$ cat src/rtl/rvx_core_load_unit_pkg.sv
// Shared load-unit definitions: RV32 load funct3 codes, FSM state encoding and
// the alignment rule used when misaligned loads trap.
package rvx_core_load_unit_pkg;

  localparam logic [2:0] RISCV_FUNCT3_LB  = 3'b000;
  localparam logic [2:0] RISCV_FUNCT3_LH  = 3'b001;
  localparam logic [2:0] RISCV_FUNCT3_LW  = 3'b010;
  localparam logic [2:0] RISCV_FUNCT3_LBU = 3'b100;
  localparam logic [2:0] RISCV_FUNCT3_LHU = 3'b101;

  typedef enum logic [1:0] {
    LS_IDLE      = 2'd0,
    LS_WAIT_RESP = 2'd1,
    LS_DRAIN     = 2'd2
  } load_state_e;

  // Undefined funct3 codes are treated as word accesses.
  function automatic logic load_is_misaligned(input logic [2:0] funct3,
                                              input logic [1:0] offset);
    logic mis;
    case (funct3)
      RISCV_FUNCT3_LB, RISCV_FUNCT3_LBU: mis = 1'b0;
      RISCV_FUNCT3_LH, RISCV_FUNCT3_LHU: mis = offset[0];
      default:                           mis = (offset != 2'd0);
    endcase
    return mis;
  endfunction

endpackage

$ cat src/rtl/rvx_core_load_aligner.sv
// Combinational load formatter: picks the addressed byte/halfword out of the
// word-aligned read word and sign- or zero-extends it per funct3.
module rvx_core_load_aligner
  import rvx_core_load_unit_pkg::*;
(
  input  logic [2:0]  funct3,
  input  logic [1:0]  offset,
  input  logic [31:0] read_data,
  output logic [31:0] aligned_data
);

  logic [7:0]  byte_sel;
  logic [15:0] half_sel;

  always_comb begin
    byte_sel = read_data[7:0];
    case (offset)
      2'd0: byte_sel = read_data[7:0];
      2'd1: byte_sel = read_data[15:8];
      2'd2: byte_sel = read_data[23:16];
      2'd3: byte_sel = read_data[31:24];
      default: byte_sel = read_data[7:0];
    endcase
  end

  // Halfwords ignore offset[0]; misaligned halfwords are truncated down.
  assign half_sel = offset[1] ? read_data[31:16] : read_data[15:0];

  always_comb begin
    aligned_data = read_data;
    case (funct3)
      RISCV_FUNCT3_LB:  aligned_data = {{24{byte_sel[7]}}, byte_sel};
      RISCV_FUNCT3_LBU: aligned_data = {24'd0, byte_sel};
      RISCV_FUNCT3_LH:  aligned_data = {{16{half_sel[15]}}, half_sel};
      RISCV_FUNCT3_LHU: aligned_data = {16'd0, half_sel};
      default:          aligned_data = read_data;
    endcase
  end

endmodule

$ cat src/rtl/rvx_core_load_unit.sv
// Data-memory load unit: issues the read for an s1 load, stalls until the
// response, delivers the formatted result registered to s2.
// Optional misaligned-load trap: define RVX_LOAD_MISALIGNED_TRAP_EN.
module rvx_core_load_unit
  import rvx_core_load_unit_pkg::*;
(
  input  logic        clock,
  input  logic        reset,
  input  logic        load_s1,
  input  logic [2:0]  funct3_s1,
  input  logic [1:0]  target_address_adder_1_0_s1,
  input  logic        flush,
  output logic        read_request,
  input  logic        read_request_ready,
  input  logic [31:0] read_data,
  input  logic        read_valid,
  output logic [31:0] load_data_s2,
  output logic        load_valid_s2,
  output logic        stall_load,
  output logic        misaligned_load
);

  load_state_e state_q, state_d;
  logic [2:0]  funct3_q, funct3_d;
  logic [1:0]  offset_q, offset_d;
  logic [31:0] load_data_q, load_data_d;
  logic        load_valid_q, load_valid_d;
  logic        misaligned_q, misaligned_d;
  logic        mis_s1;
  logic [31:0] aligned_data;

`ifdef RVX_LOAD_MISALIGNED_TRAP_EN
  assign mis_s1 = load_is_misaligned(funct3_s1, target_address_adder_1_0_s1);
`else
  assign mis_s1 = 1'b0;
`endif

  rvx_core_load_aligner u_aligner (
    .funct3       (funct3_q),
    .offset       (offset_q),
    .read_data    (read_data),
    .aligned_data (aligned_data)
  );

  always_comb begin
    state_d      = state_q;
    funct3_d     = funct3_q;
    offset_d     = offset_q;
    load_data_d  = load_data_q;
    load_valid_d = 1'b0;
    misaligned_d = 1'b0;
    read_request = 1'b0;
    stall_load   = 1'b0;
    case (state_q)
      LS_IDLE: begin
        read_request = load_s1 & ~flush & ~mis_s1;
        stall_load   = read_request & ~read_request_ready;
        misaligned_d = load_s1 & ~flush & mis_s1;
        if (read_request && read_request_ready) begin
          funct3_d = funct3_s1;
          offset_d = target_address_adder_1_0_s1;
          state_d  = LS_WAIT_RESP;
        end
      end
      LS_WAIT_RESP: begin
        stall_load = 1'b1;
        if (read_valid) begin
          state_d = LS_IDLE;
          if (!flush) begin
            load_data_d  = aligned_data;
            load_valid_d = 1'b1;
          end
        end else if (flush) begin
          state_d = LS_DRAIN;
        end
      end
      LS_DRAIN: begin
        // The killed request's response still owes us a beat; swallow it.
        stall_load = load_s1;
        if (read_valid) state_d = LS_IDLE;
      end
      default: state_d = LS_IDLE;
    endcase
  end

  always_ff @(posedge clock) begin
    if (reset) begin
      state_q      <= LS_IDLE;
      funct3_q     <= 3'd0;
      offset_q     <= 2'd0;
      load_data_q  <= 32'd0;
      load_valid_q <= 1'b0;
      misaligned_q <= 1'b0;
    end else begin
      state_q      <= state_d;
      funct3_q     <= funct3_d;
      offset_q     <= offset_d;
      load_data_q  <= load_data_d;
      load_valid_q <= load_valid_d;
      misaligned_q <= misaligned_d;
    end
  end

  assign load_data_s2    = load_data_q;
  assign load_valid_s2   = load_valid_q;
  assign misaligned_load = misaligned_q;

endmodule
$ cat config.mk
export PLATFORM = sky130hd
export DESIGN_NAME = rvx_core_load_unit
export DESIGN_NICKNAME = d
export VERILOG_FILES = /design/src/rtl/rvx_core_load_unit_pkg.sv /design/src/rtl/rvx_core_load_aligner.sv /design/src/rtl/rvx_core_load_unit.sv
export SDC_FILE = /design/constraint.sdc
export NUM_CORES = 1
export LEC_CHECK = 0
export ABC_AREA = 1
export CAP_MARGIN = 20
export CORE_ASPECT_RATIO = 0.75
export CORE_MARGIN = 5
export CORE_UTILIZATION = 48
export CTS_BUF_LIST = sky130_fd_sc_hd__clkbuf_8 sky130_fd_sc_hd__clkbuf_16
export DETAILED_ROUTE_END_ITERATION = 10
export MAX_ROUTING_LAYER = met4
export PLACE_DENSITY = 0.85
export SETUP_SLACK_MARGIN = 0.2
export SYNTH_ARGS = -nofsm -noshare
export SYNTH_HDL_FRONTEND = slang
export SYNTH_SLANG_ARGS = --single-unit
export TNS_END_PERCENT = 5
$ cat constraint.sdc
create_clock -name clock -period 3.75 [get_ports clock]
set_input_delay 0.5625 -clock clock [delete_from_list [all_inputs] [get_ports clock]]
set_output_delay 0.5625 -clock clock [all_outputs]
set_load 0.02 [all_outputs]
==> flow_metrics.tcl <==
set metrics [dict create \
    synth-seq-cells 40 \
    synth_ff_type "dfxtp_1" \
    fin_setup_tns_ns 0 \
    combPwrFrac_pct 19.0 \
    reg2reg_depth 6 \
    wl_met3_um 480 \
    critical_path.most_common_cell "clkdlybuf4s50_1" \
    track_usage_pct 21.5 \
    cp_slowest_stage_delay_ns 0.62 \
    netlist_top_cells_count "nand2_1, nor2_1, inv_1" \
    tightest_slew_ns 0.860 \
    htree_levels 2 \
    drv_cap 0 \
    synth_top_area_share_pct 36.3 \
    fin_crit_ns 2.58 \
    path_buf_inv 3 \
    hp-class "reg -> reg" \
    num_io_pins 79 \
    worst-path-max-fanout 3 \
    port-buffer-count 77 \
    worstPathCellList "clkdlybuf4s50_1, inv_1, nand3_1, o21ai_0, clkdlybuf4s50_1" \
    die_x_um 88.3 \
    synthCells 342 \
    rrSetupSlack_ns 1.80 \
    drtAntennaViolNets 0 \
    placed_cell_area_um2 2930 \
    num_vias 2382 \
    core_um2 4470 \
    cp_data_arrival_time_ns 2.02 \
    drt_iter0_drc 168 \
    top_layer "met4" \
    timing.rr.end "load_data_s2[13]" \
    p_leak_nw 1.38 \
    timing.hold.ws_ns 0.499 \
    rows 21 \
    swShare_pct 27.8 \
    first_global_vias 2084 \
    finClkSkew_ns 0.00173 \
    cts_setup_buffers 0 \
    synth_edf_count 0 \
    numCtsBuffers 5 \
    seq_area_frac_synth_pct 36.3 \
    grt-ovfl-total 0 \
    dp_hpwl_mm 4.58 \
    synth.area.top_cells "dfxtp_1, nand2_1, nor2_1" \
    switchingPower_mw 0.252 \
    start_kind "input pin" \
    final_core_util_pct 67.6 \
    internal_power_mw 0.655 \
    synth_cell_types 28 \
    finalSetupViolCount 0 \
    cts-resized-gates 0 \
    endpoint_kind "output pin" \
    rsz0062_at_grt "no" \
    synth_most_common_cell "nand2_1" \
    wl_per_cell_um 13.3 \
    cts_tree "done" \
    async_reset_ff_share_pct 0 \
    crit_path_end "stall_load" \
    cts_root_buf "clkbuf_8" \
    place_inst 459 \
    cp_top_family "buffers and inverters" \
    ctsLongestPathBuffers 2 \
    hp-start "offset_q[0]" \
    syn_area_um2 2210 \
    timing.fmax_mhz 387 \
    power.density_nw_per_um2 300 \
    layout-drive-gt1-share_pct 4.63 \
    synth.avg_cell_area_um2 6.45 \
    final_cell_area_um2 3020 \
    cts_hold_buf 0 \
    initial_core_util_pct 49.4 \
    drv_slew 0 \
    critPathLaunch "flush" \
    timing_worst_setup_path_type "in -> out" \
    insertion_delay_ns 0.29 \
    min_period_over_period_pct 68.8 \
    peakVddDrop_uv 236 \
    postRouteWirelength_mm 6.19 \
    cts_sinks 40 \
    grt_pass1_wl_mm 9.73 \
    fin_nets 452 \
    fp.dieH_um 68.7 \
    clk_pin_slew_ns 0.07 \
    die-area_um2 6070 \
    seq_power_share_pct 48.7 \
    area_growth_pct 37.0 \
    cp.depth 5 \
    status "finished clean" \
    diodes 0 \
    grt_max_degree 65 \
    gp_congestion 0.910 \
    via_per_inst 5.10 \
    crit_path_top_delay_cell "clkdlybuf4s50_1" \
    syn-num-nets 385 \
    fin_cells 467 \
    hold_viol_final 0 \
    wl_met2_mm 2.70 \
    slew_headroom_pct 42.5 \
    synth_warnings 0 \
    antenna_found_initial 0 \
    synth.largest_area_cell "dfxtp_1" \
    clockPowerShare_pct 32.2 \
    reg2reg_from "funct3_q[1]" \
    wl_met1_mm 2.86 \
    first_pass_iters 5 \
    required_ns 3.19 \
    drc 0 \
]
## registers in the layout (all words and copies together) (netlist names)
register       cells
state_q            2
load_data_s2      32
load_valid_s2      1
funct3_q           3
offset_q           2
## cell type report
class / instances / area [µm²]
Tap cell: 57 / 71.3
Multi-Input combinational cell: 231 / 1080
Timing Repair Buffer: 79 / 786
Clock inverter: 2 / 7.51
Clock buffer: 6 / 82.6
Fill cell: 391 / 1450
Sequential cell: 40 / 801
Inverter: 52 / 198
## metal layers
layer  vias to the layer above  track usage, %
met4                         0            7.74
met2                        91            33.7
met1                      1062            27.8
met3                        16            4.28
met5                         -               -
li1                       1213               -
## metrics by stage
stage / setup slack (ns) / power [mW]
final: 1.17 / 0.907
after global routing: 1.03 / 0.949
after CTS: 1.17 / 0.911
after detailed placement: 1.17 / 0.623
after global placement: 1.19 / 0.620
after floorplan: 2.00 / 0.545
## worst min-delay path by stage
stage,cells after the start,end
after floorplan,2,offset_q[0]
after global placement,2,offset_q[0]
after detailed placement,2,offset_q[0]
after CTS,2,offset_q[0]
after global routing,2,offset_q[0]
final,2,offset_q[0]
## cells by family after synthesis
family | after synthesis | share of synthesized area (%)
simple gates | 156 | 30.4
flops | 40 | 36.3
other cells | 1 | 0.170
compound gates | 74 | 18.2
buf+inv | 71 | 14.9
## worst reg2reg max path, stage by stage, from the launching register on
cell,delay (ns)
dfxtp_1,0.76
inv_2,0.31
nand3_1,0.36
a21o_1,0.16
nand4_1,0.12
nand2_1,0.10
inv_1,0.04
## power by group through the flow
stage / sequential [mW] / combinational, mW / clock (mW)
after floorplan: 0.453 / 0.0913 / 0
after global placement: 0.452 / 0.168 / 0
after detailed placement: 0.452 / 0.171 / 0
after CTS: 0.442 / 0.172 / 0.296
after global routing: 0.444 / 0.189 / 0.316
final: 0.442 / 0.173 / 0.292
## cells in the final DEF, fill, tap and decap left out, drive strengths merged, types with 2 or more instances in the layout
cell type / count
clkdlybuf4s50: 77
nand2: 72
nor2: 54
inv: 54
o21ai: 48
dfxtp: 40
nand3: 16
a21oi: 16
nand4: 10
a21o: 7
clkbuf: 6
o211ai: 2
or2: 2
buf: 2
(Power assumes the default switching activity.)
==> patch, RTL diff (same settings) <==
`load_data_q` no longer has a reset.
--- a/src/rtl/rvx_core_load_unit.sv
+++ b/src/rtl/rvx_core_load_unit.sv
@@ -88,17 +88,19 @@
       state_q      <= LS_IDLE;
       funct3_q     <= 3'd0;
       offset_q     <= 2'd0;
-      load_data_q  <= 32'd0;
       load_valid_q <= 1'b0;
       misaligned_q <= 1'b0;
     end else begin
       state_q      <= state_d;
       funct3_q     <= funct3_d;
       offset_q     <= offset_d;
-      load_data_q  <= load_data_d;
       load_valid_q <= load_valid_d;
       misaligned_q <= misaligned_d;
     end
+  end
+
+  always_ff @(posedge clock) begin
+    load_data_q <= load_data_d;
   end
 
   assign load_data_s2    = load_data_q;
Function: differs if reset is asserted again (counterexample within 4 cycles, from zero or initial values and one cycle with reset high); with reset held inactive, the same outputs for 10 cycles.
==> patch against the unedited design <==
  * Sequential cell count is the same
  * Worst setup slack lost 140 ps
  * Die area grew 2.5%
  * Routed wire length shrank 7.8%
  * Power grew 17%
  * Critical endpoint unchanged
  * Core utilization grew 1.6 points
  * Cell area grew 3.6%
  * Area after synthesis grew 2.8%
==> patch: results (changes against the unedited design) <==
Synth
  – Synth cell types: 30 (was 28)
  – Top post-synthesis cells by area: edfxtp_1 (42%), nand2_1 (8.6%), nand3_2 (7.5%), dfxtp_1 (7.1%), nor2_1 (5.8%) (was dfxtp_1 (36%), nand2_1 (12%), nor2_1 (9.0%), inv_1 (8.3%), o21ai_1 (6.8%))
  – Post-synth net total: 294 (was 385)
  – Post-synth EDFFs: 32 (was 0)
  – Top_reg_cell synth: edfxtp_1 (was dfxtp_1)
  – Register area share after synthesis: 49.4% (was 36.3%)
  – Top cells by count, synth: nand2_1 (52), nor2_1 (35), edfxtp_1 (32) (was nand2_1 (71), nor2_1 (53), inv_1 (49))

GRT
  – Largest net degree at the start of global routing: 33 (was 65)
  – First-pass GRT wire length: 9280 um (was 9730 um)
  – GR Util All Layers: 19.6% (was 21.5%)

Power
  – P_leak: 0.00124 uW (was 0.00138 uW)
  – Pwr Density: 340 mW/mm^2 (was 300 mW/mm^2)
  – Peak supply drop: 0.224 mV (was 0.236 mV)

Route
  – DRT iter0 DRCs: 161 (was 168)
  – Vias: 2083 (was 2382)
  – Drt total wl: 5710 um (was 6190 um)

Layout
  – Clock buf/inv share: 3.56% (was 2.98%)
  – Signal buf overhead: 25.3% (was 26.0%)
  – Non-clock buffer count: 80 (was 79)
  – Nets@finish: 368 (was 452)
  – Inverters, non-clock: 19 (was 52)
  – Layout cell share with drive strength beyond 1: 12.6% (was 4.63%)
  – Multi-input combinational area share: 30.7% (was 35.6%)
  – Fillers: 364 (was 391)
  – Reg area: 0.00112 sq mm (was 801 sq um)

STA
  – Worst slew margin: 60.4% (was 42.5%)
  – Skew final: 10.5 ps (was 1.73 ps)
  – Setup TNS: 0 ps (unchanged)
  – Final setup violation count: 0 (unchanged)

Run status
  – Status: complete, no violations (unchanged)

Setup path
  – RR Startpoint: offset_q[0] (was funct3_q[1])
  – Critical-path maximum fanout: 6 (was 3)
  – CP arrival: 2160 ps (was 2020 ps)

Place
  – Placed cell area: 0.00302 sq mm (was 0.00293 sq mm)
  – HPWL Detailed: 4270 um (was 4580 um)
  – Final RePlAce weighted congestion: 0.864 (was 0.910)

Hold path
  – Hold Crit Start: state_q[1] (was offset_q[0])
==> patch: cell types whose count changed after synthesis, sizes merged, moves of 16 or more <==
cell,change
inv,-33
dfxtp,-32
edfxtp,+32
o21ai,-28
nand3,+23
nand2,-17
nor2,-16
==> patch: layer usage <==
layer	vias up	global-route usage [%]	routed length [um]
li1	997	-	-
met4	0	5.29	57
met5	-	-	0
met1	982	24.9	2310
met2	99	31.9	2780
met3	5	3.68	567
==> patch: cell families (layout without fill, tap and decap cells) <==
family | count (synthesis) | in the layout | share of synthesized area (%)
buffers and inverters | 32 | 107 | 8.44
AND/OR/NAND/NOR | 140 | 140 | 32.9
other | 1 | 1 | 0.165
AO/OA/AOI/OAI | 38 | 38 | 9.05
flip-flops | 40 | 40 | 49.4
==> patch: per-stage QoR <==
stage / utilization [%] / worst slack (ps) / hold WS [ps] / std cells
global placement: 66.8 / 1150 / 494 / 375
global route: 69.3 / 924 / 544 / 383
finish: 69.3 / 1030 / 520 / 383
floorplan: - / 424 / 469 / 251
CTS: 69.3 / 1050 / 516 / 383
detailed placement: 66.8 / 1050 / 505 / 375
==> patch: worst paths after layout <==
path | slack [ps] | cells past startpoint | endpoint
worst max-delay path | 1030 | 5 | stall_load
worst min-delay path | 520 | 2 | state_q[1]
worst max register to register | 2020 | 7 | load_data_s2[9]
worst min register to register | 520 | 2 | state_q[1]
==> patch: where the power goes <==
group          switching (uW)  internal (uW)  total, uW
sequential               7.31            499        507
combinational             110           93.5        204
clock                     157            197        354
total                     275            790       1060
==> patch: worst max-delay path: stages <==
cell and delay, ps:
clkdlybuf4s50_1 530, nor3_1 300, nand2_1 80, nand3_1 70, clkdlybuf4s50_1 600
